File: src/rtl/belt_warn_timed_if.sv
// Cabin sensor inputs and dashboard lamp/chime outputs of the seat-belt warning block.
interface belt_warn_timed_if #(
  parameter int unsigned N_SEATS = 2
);
  logic               k;
  logic [N_SEATS-1:0] p;
  logic [N_SEATS-1:0] s;
  logic               w;
  logic               chime;
  logic [N_SEATS-1:0] seat_warn;

  modport master (output k, p, s, input w, chime, seat_warn);
  modport slave  (input k, p, s, output w, chime, seat_warn);
endinterface

File: src/rtl/belt_warn_timed.sv
// Timed multi-seat seat-belt warning: grace period, then a lamp and a pulsed chime
// that silences after a fixed time. A newly unsafe seat restarts the chime.
module belt_warn_timed #(
  parameter int unsigned N_SEATS      = 2,
  parameter int unsigned GRACE        = 4,
  parameter int unsigned CHIME_HALF   = 2,
  parameter int unsigned CHIME_CYCLES = 16
) (
  input  logic             i_clk,
  input  logic             i_rst,
  belt_warn_timed_if.slave bus
);

  localparam int unsigned GW = (GRACE        > 1) ? $clog2(GRACE)        : 1;
  localparam int unsigned HW = (CHIME_HALF   > 1) ? $clog2(CHIME_HALF)   : 1;
  localparam int unsigned CW = (CHIME_CYCLES > 1) ? $clog2(CHIME_CYCLES) : 1;

  typedef enum logic [1:0] {
    ST_OFF    = 2'd0,
    ST_ARMED  = 2'd1,
    ST_WARN   = 2'd2,
    ST_SILENT = 2'd3
  } state_t;

  state_t             r_state,     w_state_nx;
  logic [GW-1:0]      r_grace,     w_grace_nx;
  logic [HW-1:0]      r_half,      w_half_nx;
  logic [CW-1:0]      r_cyc,       w_cyc_nx;
  logic [N_SEATS-1:0] r_mask,      w_mask_nx;
  logic               r_w,         w_w_nx;
  logic               r_chime,     w_chime_nx;
  logic [N_SEATS-1:0] r_seat_warn, w_seat_warn_nx;

  logic [N_SEATS-1:0] w_unsafe;
  logic               w_any;
  logic               w_new;
  logic               w_enter;
  logic               w_clear;

  // Next-state and next-output logic
  always_comb begin
    w_unsafe       = bus.p & ~bus.s;
    w_any          = |w_unsafe;
    w_new          = |(w_unsafe & ~r_mask);
    w_state_nx     = r_state;
    w_grace_nx     = r_grace;
    w_half_nx      = r_half;
    w_cyc_nx       = r_cyc;
    w_mask_nx      = r_mask;
    w_chime_nx     = 1'b0;
    w_w_nx         = 1'b0;
    w_seat_warn_nx = '0;
    w_enter        = 1'b0;
    w_clear        = 1'b0;

    if (!bus.k) begin
      w_state_nx = ST_OFF;
      w_clear    = 1'b1;
    end else begin
      case (r_state)
        ST_OFF: begin
          w_state_nx = ST_ARMED;
          w_grace_nx = '0;
        end
        ST_ARMED: begin
          if (!w_any) begin
            w_grace_nx = '0;
          end else if (r_grace == GW'(GRACE - 1)) begin
            w_enter = 1'b1;
          end else begin
            w_grace_nx = r_grace + GW'(1);
          end
        end
        ST_WARN: begin
          if (!w_any) begin
            w_state_nx = ST_ARMED;
            w_clear    = 1'b1;
          end else if (r_cyc == CW'(CHIME_CYCLES - 1)) begin
            w_state_nx = ST_SILENT;
            w_half_nx  = '0;
            w_cyc_nx   = '0;
            w_mask_nx  = r_mask | w_unsafe;
          end else begin
            w_cyc_nx  = r_cyc + CW'(1);
            w_mask_nx = r_mask | w_unsafe;
            if (r_half == HW'(CHIME_HALF - 1)) begin
              w_half_nx  = '0;
              w_chime_nx = ~r_chime;
            end else begin
              w_half_nx  = r_half + HW'(1);
              w_chime_nx = r_chime;
            end
          end
        end
        ST_SILENT: begin
          if (!w_any) begin
            w_state_nx = ST_ARMED;
            w_clear    = 1'b1;
          end else if (w_new) begin
            w_enter = 1'b1;
          end else begin
            w_mask_nx = r_mask | w_unsafe;
          end
        end
        default: begin
          w_state_nx = ST_OFF;
          w_clear    = 1'b1;
        end
      endcase
    end

    // Warning entry restarts the chime and reloads the seat mask from the current seats
    if (w_enter) begin
      w_state_nx = ST_WARN;
      w_grace_nx = '0;
      w_half_nx  = '0;
      w_cyc_nx   = '0;
      w_mask_nx  = w_unsafe;
      w_chime_nx = 1'b1;
    end
    if (w_clear) begin
      w_grace_nx = '0;
      w_half_nx  = '0;
      w_cyc_nx   = '0;
      w_mask_nx  = '0;
      w_chime_nx = 1'b0;
    end

    w_w_nx         = (w_state_nx == ST_WARN) || (w_state_nx == ST_SILENT);
    w_seat_warn_nx = w_w_nx ? w_unsafe : '0;
  end

  // State, counters and registered outputs
  always_ff @(posedge i_clk or posedge i_rst) begin
    if (i_rst) begin
      r_state     <= ST_OFF;
      r_grace     <= '0;
      r_half      <= '0;
      r_cyc       <= '0;
      r_mask      <= '0;
      r_w         <= 1'b0;
      r_chime     <= 1'b0;
      r_seat_warn <= '0;
    end else begin
      r_state     <= w_state_nx;
      r_grace     <= w_grace_nx;
      r_half      <= w_half_nx;
      r_cyc       <= w_cyc_nx;
      r_mask      <= w_mask_nx;
      r_w         <= w_w_nx;
      r_chime     <= w_chime_nx;
      r_seat_warn <= w_seat_warn_nx;
    end
  end

  assign bus.w         = r_w;
  assign bus.chime     = r_chime;
  assign bus.seat_warn = r_seat_warn;

endmodule

File: src/flat_wrapper.sv
// flat-port wrapper written by rule: the top's interface ports become plain ports
module belt_warn_timed_flat 
#(
  parameter int unsigned N_SEATS      = 2,
  parameter int unsigned GRACE        = 4,
  parameter int unsigned CHIME_HALF   = 2,
  parameter int unsigned CHIME_CYCLES = 16
)
  (i_clk, i_rst, bus_k, bus_p, bus_s, bus_w, bus_chime, bus_seat_warn);
  belt_warn_timed_if #(.N_SEATS(N_SEATS)) bus_i ();
  input  logic i_clk;
  input  logic i_rst;
  input wire logic [$bits(bus_i.k)-1:0] bus_k;
  input wire logic [$bits(bus_i.p)-1:0] bus_p;
  input wire logic [$bits(bus_i.s)-1:0] bus_s;
  output wire logic [$bits(bus_i.w)-1:0] bus_w;
  output wire logic [$bits(bus_i.chime)-1:0] bus_chime;
  output wire logic [$bits(bus_i.seat_warn)-1:0] bus_seat_warn;
  assign bus_i.k = bus_k;
  assign bus_i.p = bus_p;
  assign bus_i.s = bus_s;
  assign bus_w = bus_i.w;
  assign bus_chime = bus_i.chime;
  assign bus_seat_warn = bus_i.seat_warn;
  belt_warn_timed #(.N_SEATS(N_SEATS), .GRACE(GRACE), .CHIME_HALF(CHIME_HALF), .CHIME_CYCLES(CHIME_CYCLES)) u_core (.i_clk(i_clk), .i_rst(i_rst), .bus(bus_i));
endmodule
File: config.mk
export PLATFORM = sky130hd
export DESIGN_NAME = belt_warn_timed_flat
export DESIGN_NICKNAME = d
export VERILOG_FILES = /design/src/rtl/belt_warn_timed_if.sv /design/src/rtl/belt_warn_timed.sv /design/src/flat_wrapper.sv
export SDC_FILE = /design/constraint.sdc
export NUM_CORES = 1
export LEC_CHECK = 0
export ABC_AREA = 1
export CORE_ASPECT_RATIO = 0.8
export CORE_UTILIZATION = 38
export CTS_CLUSTER_SIZE = 40
export DETAILED_ROUTE_END_ITERATION = 6
export DONT_BUFFER_PORTS = 1
export SKIP_CTS_REPAIR_TIMING = 1
export SYNTH_ARGS = -nofsm -noshare
export SYNTH_HDL_FRONTEND = slang
export SYNTH_SLANG_ARGS = --single-unit
File: constraint.sdc
create_clock -name i_clk -period 2.55 [get_ports i_clk]
set_clock_uncertainty 0.2 [all_clocks]
set_input_delay 0.51 -clock i_clk [delete_from_list [all_inputs] [get_ports i_clk]]
set_output_delay 0.51 -clock i_clk [all_outputs]
set_load 0.01 [all_outputs]
==> flow_results.org, run 1 <==
** Run status
- Run status :: complete, but fails checks
- Failing checks :: negative hold slack

** CTS
- The longest clock path from root to sink contains 2 buffers.
- After clock tree synthesis, the clock-pin slew on the worst setup and hold paths is about 80 ps.
- At the later pin of the worst-skew pair, clock insertion delay measures 280 ps.
- Clock tree synthesis found a total of 15 sinks.
- Counting the buffers created by CTS gives 3.
- CTS tree :: built
- CTS built an H-tree with a depth of 1.
- Clock tree synthesis selected as its root buffer the cell sky130_fd_sc_hd__clkbuf_4.

** Critical path
- Required time at the endpoint of the critical path :: 2570 ps
- The critical path starts at u_core.r_grace[0]$_DFFE_PP0P_.
- At the worst endpoint, the arrival time is 1760 ps.
- The worst register-to-register path begins at u_core.r_grace[0]$_DFFE_PP0P_.
- Setup slack on the worst reg-to-reg path comes out at 810 ps.
- Category of the worst setup path capture point :: flip-flop
- Critical path launch point type :: flip-flop
- By startpoint and endpoint, the worst setup path is classified as reg -> reg.
- Max Fanout on Critical Path :: 11

** GRT
- For this run the aggregate overflow at the end of global routing stands at 0.
- The first global-routing pass estimated 2730 um of wire.
- Global router's overall resource usage :: 16.3%
- Entering global routing, the biggest net connects 16 pins.
- The number of global-route vias before repair is 614.
- Number of antenna violations at the first check in global routing :: 0

** Synth
- Cells taking the most area after synthesis :: sky130_fd_sc_hd__dfrtp_1 45%, sky130_fd_sc_hd__nand2_1 14%, sky130_fd_sc_hd__inv_1 7.2%
- Async S/R FF share, synth :: 100%
- Count of unique library cells instantiated by Yosys :: 19
- Number of synthesized register bits :: 15
- In this run, synthesis inferred 0 flip-flops with an integrated enable.
- For this run, the number of Yosys warnings is 0.
- In this run the biggest area consumer among cell types represents 45.1% of the synthesized area.
- Library cell occupying the most area in the post-synthesis netlist :: sky130_fd_sc_hd__dfrtp_1
- The number of nets in the synthesized netlist is roughly 110.
- A synthesized cell averages 7.92 um^2.
- Synthesized instance count :: ~110
- Post-Synthesis Cell Area :: 832 um^2
- sky130_fd_sc_hd__nand2_1 is the most common cell in the netlist.
- Synth cell count leaders :: 30 x sky130_fd_sc_hd__nand2_1, 16 x sky130_fd_sc_hd__inv_1, 15 x sky130_fd_sc_hd__dfrtp_1
- Portion of the post-synthesis area used by sequential elements :: 45.1%
- In the synthesized netlist the dominant register cell turns out to be sky130_fd_sc_hd__dfrtp_1.

** Power and ir drop
- Power density of the placed cells :: 450 mW/mm^2
- For this design the total switching power over the nets is 0.0888 mW.
- Leakage dissipation :: 0.505 nW
- In this run, the clock network consumes approximately 33% of the power.
- Summing internal, switching and leakage power gives about 0.39 mW.
- Net switching is 22.5% of the power.
- Internal power component :: about 0.31 mW
- Sequential cells burn 61.1% of the power.
- Of the total power, combinational logic draws 5.5%.
- IR drop worst, VDD :: 0.000318 V

** STA
- For the pin with the worst max-slew slack, the measured transition is approximately 570 ps.
- Setup violations remaining at the end of the flow were counted as 0.
- Achievable clock frequency :: 0.575 GHz
- Relative slew slack :: 62.3%
- Count of final hold-check violations :: 15
- Total Neg Setup Slack :: 0 ps
- Subtracting the final worst setup slack from the clock period gives 1740 ps.
- Dividing the final minimum period by the clock period gives approximately two thirds.
- Final max-slew violation count :: 0
- Setup repair after global routing left no endpoint under its margin.
- Worst hold margin :: -37.5 ps
- Setup slack on the critical path of the routed design comes to about 810 ps.

** Detailed routing
- Once detail routing completed, the nets flagged for antenna violations numbered 0.
- Across all layers, the routed design uses 620 vias.
- The first detailed-routing pass ran for 4 iterations.
- Detailed-route wire length :: 1540 um
- Dividing the detail-routed via count by the number of cells gives 4.70.
- The first routing iteration left 10 violations.
- In the routed design, unresolved DRC markers number 0.
- After detailed routing, the average wire length per cell comes to 11.6 um.

** Job
- Count of max-cap constraint violations :: 0

** Die
- For this configuration, the core starts out at a cell density of between 40% and 50%.
- From bottom edge to top edge, the die measures 43.9 um.
- Number of core rows :: 14
- 11 I/O pins were placed.
- Core box area :: a little under 0.002 mm^2
- Area of the die :: 0.00238 mm^2
- Overall die width :: 54.3 um

** Cells and area
- From synthesis to final layout, the design area changed by 5.41%.
- Layout fillers :: around 200
- In the final design database the tool counted 118 nets.
- 0 antenna diodes ended up in the layout.
- Fraction of layout instances using a drive strength above 1 :: 15.7%

** Placement
- Detailed placement finished with a half-perimeter wire length of 1180 um.
- Count of buffers inserted at the top-level ports :: 0
- Global placer's final weighted congestion :: 0.873
- Worst setup timing slack at the placement stage :: 756 ps

** Worst hold path
- In this run the worst hold path is classified as in -> async.
## critical path: stages (launching register included)
cell	delay, ps
sky130_fd_sc_hd__dfrtp_1	400
sky130_fd_sc_hd__ha_1	200
sky130_fd_sc_hd__nor2_1	80
sky130_fd_sc_hd__nor2_1	50
sky130_fd_sc_hd__nand2_1	50
sky130_fd_sc_hd__inv_1	40
sky130_fd_sc_hd__nand2_2	190
sky130_fd_sc_hd__nand2_2	170
sky130_fd_sc_hd__nor2_1	170
sky130_fd_sc_hd__nand2_1	60
sky130_fd_sc_hd__nand2_1	50
## placed cells by master (no fill, tap or decap), drive strengths merged
| cell type | synthesis | final |
|---|---|---|
| nand2 | 35 | 35 |
| inv | 18 | 18 |
| dfrtp | 15 | 15 |
| nor2 | 12 | 12 |
| nand3 | 10 | 10 |
| nand4 | 5 | 5 |
| clkbuf | 0 | 4 |
| o21ai | 3 | 3 |
| ha | 2 | 2 |
| a21oi | 1 | 1 |
| xor2 | 1 | 1 |
| nor3b | 1 | 1 |
| nand3b | 1 | 1 |
## power groups by stage
stage,logic [mW],registers (mW),clock network (mW)
floorplan,0.0180,0.245,0
global placement,0.0216,0.246,0
global route,0.0257,0.241,0.150
detailed placement,0.0222,0.246,0
CTS,0.0223,0.241,0.142
finish,0.0216,0.241,0.132
## final cells by class
cell class              instances  area [um^2]  share of cell area, %
multi-input cells              71          378                   43.1
flip-flops and latches         15          375                   42.8
inverters                      18         67.6                   7.70
well taps                      24         30.0                   3.42
clock buffers                   4         26.3                   3.00
## through the flow
stage	hold slack [ps]	std cells	instance area [um^2]	util (%)
floorplan	211	105	832	-
global placement	286	128	851	43.4
detailed placement	288	128	851	43.4
CTS	-21.1	132	877	44.7
global route	22.2	132	877	44.7
finish	-37.5	132	877	44.7
## path summary, 6_finish.rpt
kind                                            endpoint  depth (start not counted)
setup / recovery           u_core.r_grace[1]$_DFFE_PP0P_                         10
hold / removal               u_core.r_state[1]$_DFF_PP0_                          1
setup reg to reg           u_core.r_grace[1]$_DFFE_PP0P_                         10
hold reg to reg                u_core.r_half$_DFFE_PP0P_                          2
max in group asynchronous   u_core.bus.chime$_DFFE_PP0P_                          1
min in group i_clk           u_core.r_state[0]$_DFF_PP0_                          2
## layer usage
layer / vias up / share of wire (%) / global-route usage (%) / wire length, um
li1: 337 / - / - / -
met1: 274 / 54 / 23.7 / 831
met5: - / 0 / 0 / 0
met2: 7 / 41 / 21.7 / 628
met4: 0 / 0.91 / 4.62 / 14
met3: 2 / 4.0 / 7.02 / 61
## kinds of logic after synthesis
family | Yosys count | synth area share (%)
AOI/OAI and AO/OA | 4 | 3.76
xor gates and xnor gates | 1 | 1.05
adders and majority gates | 2 | 3.01
buffers and inverters | 19 | 9.47
DFF | 15 | 45.1
and+or+nand+nor | 64 | 37.6
## sequential cells by signal (all words and copies together) (netlist names)
register and flops:
u_core.bus.seat_warn 2, u_core.bus.chime 1, u_core.bus.w 1, u_core.r_grace 2, u_core.r_mask 2, u_core.r_state 2
u_core.r_cyc 4, u_core.r_half 1
Note: power is estimated with default switching activity, not from simulation.
==> inputs of run 2 (changes only) <==
- clock period: 2.55 -> 1.6 ns (I/O delays scaled with it)
==> flow_results.org, run 2 (synthesis gave the netlist of run 1 again) <==
** STA
- Slew at the pin closest to its max-slew limit :: 576 ps (+10.4 ps)
- Final max-slew violation count :: 0 (unchanged)
- The final hold violation count came to 0 (-15).
- The shortest period the worst path allows was 1520 ps (-216 ps).
- Final setup violation count :: 0 (unchanged)
- The worst relative slew slack is 61.6% (-0.69 points).
- The highest attainable clock frequency is 0.657 GHz (+14%).
- The share of the clock period used by the worst path came to 95.1% (+27 points).
- Unrepaired setup endpoints after global routing :: yes
- The worst hold margin is 21.3 ps (+58.8 ps).

** Cells and area
- Leading cell types in the layout, fill and taps excluded :: 29 x sky130_fd_sc_hd__nand2_1, 15 x sky130_fd_sc_hd__inv_1, 15 x sky130_fd_sc_hd__dfrtp_1
- Reg with most FFs :: u_core.r_cyc
- Most common library cell in the layout ignoring fill and taps :: sky130_fd_sc_hd__nand2_1
- Max reg flops :: 4 (unchanged)
- The total number of nets in the final design came to 127 (+7.6%).
- Fraction of layout instances using a drive strength above 1 :: 23.9% (+8.2 points)
- Area delta synth->final :: 18.6%
- The count of inserted antenna diode cells is 0 (unchanged).

** Critical path
- Total buffers and inverters traversed by the critical path :: 1 (unchanged)
- Cell chain of the critical path :: ha_2 -> nor2_1 -> nor2_1 -> nand2_1 -> inv_2 -> nand2_4 -> nand2_4 -> nor2_4 -> nand2_1 -> nand2_1
- The highest cell delay on the worst timing path came to 410 ps (about the same).
- Most frequent CP cell :: sky130_fd_sc_hd__nand2_1
- Slowest stage cell on the critical path :: sky130_fd_sc_hd__dfrtp_1
- Family of cells with the greatest summed delay on the critical path :: simple AND/OR/NAND/NOR gates
- The worst register-to-register path ends at u_core.r_cyc[2]$_DFFE_PP0P_.
- The worst setup path is captured at a flip-flop.
- The register-to-register setup slack was 80 ps (-730 ps).
- Critical path launch point type :: flip-flop
- CP arrival :: 1550 ps (-210 ps)
- Max Fanout on Critical Path :: 6 (-5)
- Required time at the endpoint of the critical path :: 1630 ps (-940 ps)
- Reg-to-reg startpoint :: u_core.r_grace[0]$_DFFE_PP0P_
- Worst setup path class :: reg -> reg
- The depth of the worst register-to-register path is 10 (unchanged).

** CTS
- Clock input transition at the sequential cells of the worst setup and hold paths :: 90 ps (about the same)
- The insertion delay to the later sink of the worst-skew pair was 290 ps (about the same).
- H-Tree Level Count :: 1 (unchanged)
- The number of clock buffers inserted by TritonCTS came to 3 (unchanged).
- # clock sinks :: 15 (unchanged)
- Master cell of the clock root buffer :: sky130_fd_sc_hd__clkbuf_4
- The buffer depth of the longest clock path is 2 (unchanged).
- CTS tree :: built

** Die
- Number of core rows :: 14 (unchanged)
- Area of the die :: 0.00238 mm^2 (unchanged)
- Core box area :: 0.00196 mm^2 (unchanged)
- The overall die height came to 43.9 um (unchanged).
- Initial cell density of the core :: 42.4% (unchanged)
- Overall die width :: 54.3 um (unchanged)
- The number of placed I/O pins was 11 (unchanged).

** Detailed routing
- The post-detailed-route wirelength per cell is 11.3 um (-2.7%).
- The sum of routed wire length over all layers is 1600 um (+3.9%).
- The number of detailed-route iterations in the first pass came to 3 (-1).
- The total via count in the routed design is 655 (+5.6%).
- Number of vias per cell :: 4.65 (-1.1%)
- The violation count after the first detailed-route iteration was 5 (-5).
- Antenna violation net count after detailed routing :: 0 (unchanged)
- DRC viols :: 0 (unchanged)

** Run status
- The flow ran to the end, and the final reports show no timing, DRC or antenna violations.

** Worst hold path
- The worst hold path begins at bus_s[1].
- The worst hold path terminates at u_core.bus.seat_warn[1]$_DFF_PP0_.
- Number of instances on the worst hold path :: 3
- The tightest min-delay check is of the in -> reg type.

** GRT
- The total grt overflow came to 0 (unchanged).
- The initial antenna violation count was 0 (unchanged).
- The wire length of the first global-routing pass was 2650 um (-2.8%).
- Pin count of the biggest net entering global routing :: 16 (unchanged)
- The overall routing resource usage was 15.9% (-0.47 points).
- The number of global-route vias before repair is 622 (+1.3%).

** Placement
- Count of buffers inserted at the top-level ports :: 0 (unchanged)
- The placed wire-length estimate after detailed placement is 1140 um (-3.6%).
- The weighted congestion at the end of routability-driven global placement is 0.849 (-2.7%).

** Power and ir drop
- Power density of the placed cells :: 662 mW/mm^2 (+47%)
- Leakage dissipation :: 0.549 nW (+8.6%)
- The maximum vdd ir drop is 0.000453 V (+42%).
- The power consumption was 0.653 mW (+66%).

** Job
- Count of max-cap constraint violations :: 0 (unchanged)
-- run 2: per-stage QoR --
stage	utilization, %	area, um^2	cells	TNS (ps)	setup slack, ps
6_report	50.3	987	141	0	78.1
5_1_grt	50.3	987	141	-14.8	-14.8
4_1_cts	46.2	907	136	-1.44	-1.44
3_5_place_dp	44.9	881	132	0	18.8
3_3_place_gp	44.9	881	132	0	50.3
2_1_floorplan	-	832	105	0	135
-- run 2: worst max-delay path by stage --
| stage | from | endpoint | slack (ps) | cells past startpoint |
|---|---|---|---|---|
| 2_1_floorplan | u_core.r_grace[0]$_DFFE_PP0P_ | u_core.bus.chime$_DFFE_PP0P_ | 130 | 10 |
| 3_3_place_gp | u_core.r_grace[0]$_DFFE_PP0P_ | u_core.r_grace[0]$_DFFE_PP0P_ | 50 | 10 |
| 3_5_place_dp | u_core.r_grace[0]$_DFFE_PP0P_ | u_core.r_grace[0]$_DFFE_PP0P_ | 20 | 10 |
| 4_1_cts | u_core.r_grace[0]$_DFFE_PP0P_ | u_core.r_grace[0]$_DFFE_PP0P_ | -1 | 10 |
| 5_1_grt | u_core.r_grace[0]$_DFFE_PP0P_ | u_core.r_cyc[2]$_DFFE_PP0P_ | -10 | 10 |
| 6_report | u_core.r_grace[0]$_DFFE_PP0P_ | u_core.r_cyc[2]$_DFFE_PP0P_ | 80 | 10 |
-- run 2: layer usage --
layer	GRT usage, %	wire [um]	up-vias
li1	-	-	353
met1	22.6	814	289
met2	22.0	689	11
met3	5.26	78	2
met4	6.15	14	0
met5	0	0	-
-- run 2: area by class of cell --
type,instances,area (um^2)
tap,24,30.0
clock buffer,4,26.3
sequential,15,375
fill,201,975
inverter,18,67.6
timing repair buffer,9,82.6
multi-input combinational,71,405
-- run 2: worst register-to-register path: stages, from the launching register on --
cell	delay (ps)
sky130_fd_sc_hd__dfrtp_1	410
sky130_fd_sc_hd__ha_2	170
sky130_fd_sc_hd__nor2_1	90
sky130_fd_sc_hd__nor2_1	40
sky130_fd_sc_hd__nand2_1	60
sky130_fd_sc_hd__inv_2	40
sky130_fd_sc_hd__nand2_4	100
sky130_fd_sc_hd__nand2_4	90
sky130_fd_sc_hd__nor2_4	120
sky130_fd_sc_hd__nand2_1	70
sky130_fd_sc_hd__nand2_1	70
-- run 2: where the power goes --
group	internal (mW)	switching [mW]
Clock	0.0970	0.126
Combinational	0.0178	0.0285
Sequential	0.381	0.00276
Total	0.496	0.157
==> inputs of run 3 (changes only) <==
- clock period: 1.6 -> 1.85 ns (I/O delays scaled with it)
==> flow_results.org, run 3 (synthesis gave the netlist of run 1 again) <==
** Run status
- The flow ran to the end, and the final reports show no timing, DRC or antenna violations.

** Critical path
- Setup crit end :: u_core.r_mask[1]$_DFFE_PP0P_
- Slowest stage cell on the critical path :: sky130_fd_sc_hd__dfrtp_1
- The highest cell delay on the worst timing path is 410 ps (about the same).
- Origin of the worst setup path :: u_core.r_grace[0]$_DFFE_PP0P_
- The depth of the worst register-to-register path is 10 (unchanged).
- Reg2Reg Setup Slack :: 210 ps (+140 ps)
- The highest net fanout along the worst path came to 7 (+1).
- Cell chain of the critical path :: ha_1 -> nor2_1 -> nor2_1 -> nand2_1 -> inv_1 -> nand2_2 -> buf_4 -> nand2_4 -> nand2_1 -> o21ai_2
- Critical path launch point type :: flip-flop
- In this run the critical register-to-register path is captured at u_core.r_mask[1]$_DFFE_PP0P_.
- Worst setup path class :: reg -> reg
- Required time at the endpoint of the critical path :: 1820 ps (+190 ps)
- CP arrival :: 1610 ps (+60 ps)
- The worst register-to-register path begins at u_core.r_grace[0]$_DFFE_PP0P_.
- Category of the worst setup path capture point :: flip-flop

** Detailed routing
- Number of vias per cell :: 4.78 (+2.8%)
- DR WL/cell :: 11.1 um (-1.5%)
- The violation count after the first detailed-route iteration was 13 (+8).
- Routed vias :: 640 (-2.3%)
- The sum of routed wire length over all layers was 1490 um (-6.4%).
- The number of detailed-route iterations in the first pass is 4 (+1).
- Antenna violation net count after detailed routing :: 0 (unchanged)
- DRC viols :: 0 (unchanged)

** Cells and area
- Leading cell types in the layout, fill and taps excluded :: 30 x sky130_fd_sc_hd__nand2_1, 16 x sky130_fd_sc_hd__inv_1, 15 x sky130_fd_sc_hd__dfrtp_1
- Layout fillers :: 201 (unchanged)
- Ranked by flip-flop count, first place goes to u_core.r_cyc.
- The area growth from synthesis to layout is 7.52%.
- The number of flip-flops in the largest register was 4 (unchanged).
- Share of the core filled with cells :: 45.6% (-4.7 points)
- Final std cells w/o fill :: 134 (-5.0%)
- Leaving out fill and tap cells, the most frequent cell in the layout is sky130_fd_sc_hd__nand2_1.
- The ratio of cells with drive above 1 in the final layout is 16.4% (-7.6 points).
- The count of inserted antenna diode cells is 0 (unchanged).
- The total number of nets in the final design came to 120 (-5.5%).

** Die
- The number of placed I/O pins is 11 (unchanged).
- The width of the die was 54.3 um (unchanged).
- Die extent in y :: 43.9 um (unchanged)
- Area of the die :: 0.00238 mm^2 (unchanged)
- The core region area came to 0.00196 mm^2 (unchanged).
- The starting utilization of the core area is 42.4% (unchanged).
- Number of core rows :: 14 (unchanged)

** STA
- The final hold violation count came to 0 (unchanged).
- Fin crit period :: 1640 ps (+114 ps)
- Total Neg Setup Slack :: 0 ps (unchanged)
- Relative slew slack :: 62.8% (+1.2 points)
- The number of pins exceeding their max-slew limit in the final report was 0 (unchanged).
- The total setup violations reported at the end of the flow was 0 (unchanged).
- Unrepaired setup endpoints after global routing :: no
- The share of the clock period used by the worst path was 88.4% (-6.7 points).
- Achievable clock frequency :: 0.611 GHz (-7.0%)
- Slew at the pin closest to its max-slew limit :: 558 ps (-17.7 ps)

** GRT
- Via count of the first global-routing pass :: 591 (-5.0%)
- The maximum number of pins on one net before global-route repair was 16 (unchanged).
- The initial antenna violation count came to 0 (unchanged).
- Global router's overall resource usage :: 16.0% (+0.14 points)
- Global-route wire length before repair :: 2640 um (-0.26%)
- Global-route congestion overflow total :: 0 (unchanged)

** Power and ir drop
- IR drop worst, VDD :: 0.000402 V (-11%)
- Power density of the placed cells :: 608 mW/mm^2 (-8.1%)
- Leakage dissipation :: 0.514 nW (-6.4%)

** CTS
- CTS tree :: built
- The clock input transition at the sequential cells of the worst setup and hold paths was 80 ps (about the same).
- The maximum level of the CTS H-tree is 1 (unchanged).
- # clock sinks :: 15 (unchanged)
- Clock Latency Late Sink :: 270 ps (-20 ps)
- Clock tree synthesis selected as its root buffer the cell sky130_fd_sc_hd__clkbuf_4.
- Number of buffers added by the clock tree synthesis step :: 3 (unchanged)
- The buffer depth of the longest clock path is 2 (unchanged).

** Job
- Count of max-cap constraint violations :: 0 (unchanged)

** Placement
- The placed wire-length estimate after detailed placement was 1170 um (+2.6%).
- Count of buffers inserted at the top-level ports :: 0 (unchanged)
- Number of cells in the design after placement :: 129 (-2.3%)
- Global placer's final weighted congestion :: 0.823 (-3.0%)

** Worst hold path
- Worst hold-check path type :: in -> reg
==> run 3: cell count changes in the layout (fill, tap and decap cells not counted), moves of 2 or more <==
| cell | previous run | this run |
|---|---|---|
| sky130_fd_sc_hd__buf_4 | 4 | 1 |
| sky130_fd_sc_hd__dlygate4sd3_1 | 3 | 1 |
| sky130_fd_sc_hd__nand2_4 | 3 | 1 |
| sky130_fd_sc_hd__buf_6 | 2 | 0 |
==> run 3: stage by stage <==
step | hold WS, ps | instance area [um^2] | total power, mW | worst slack, ps
after floorplan | 71.5 | 832 | 0.363 | 385
after global placement | 148 | 858 | 0.370 | 233
after detailed placement | 159 | 858 | 0.370 | 207
after CTS | -158 | 885 | 0.559 | 205
after global routing | 14.0 | 895 | 0.576 | 76.8
final | 13.6 | 895 | 0.544 | 214
==> run 3: layout make-up <==
cell class	count	area, um^2	share of cell area, %
Timing Repair Buffer	2	17.5	1.96
Inverter	18	67.6	7.55
Multi-Input combinational cell	71	378	42.2
Clock buffer	4	26.3	2.94
Sequential cell	15	375	42.0
Tap cell	24	30.0	3.36
==> run 3: how the worst min path moves through the flow <==
| stage | from | to | slack, ps | depth (start not counted) |
|---|---|---|---|---|
| floorplan | i_rst | u_core.bus.chime$_DFFE_PP0P_ | 70 | 1 |
| global placement | i_rst | u_core.r_state[0]$_DFF_PP0_ | 150 | 1 |
| detailed placement | i_rst | u_core.r_grace[1]$_DFFE_PP0P_ | 160 | 1 |
| CTS | i_rst | u_core.r_cyc[2]$_DFFE_PP0P_ | -160 | 1 |
| global route | bus_k | u_core.r_state[0]$_DFF_PP0_ | 10 | 2 |
| finish | bus_k | u_core.r_state[0]$_DFF_PP0_ | 10 | 2 |
==> run 3: power by group <==
group | switching, mW | internal, mW | total (mW) | leakage (nW)
registers | 0.00238 | 0.330 | 0.332 | 0.207
clock network | 0.0962 | 0.0836 | 0.180 | 0.0150
logic | 0.0227 | 0.00936 | 0.0321 | 0.292
total | 0.121 | 0.423 | 0.544 | 0.514
==> run 3: critical path, delay by kind of cell, from the launching register on <==
kind | cells | cell delay (ps)
simple gates | 6 | 440
flops | 1 | 410
buf+inv | 2 | 210
fa+ha+maj | 1 | 200
compound gates | 1 | 60
==> run 3: routing by layer <==
metal  up-vias  routed length, um  global-route usage, %
li1        339                  -                      -
met4         0                 19                   4.62
met3         2                 79                   8.07
met5         -                  0                      0
met2        14                626                   21.0
met1       285                769                   22.9
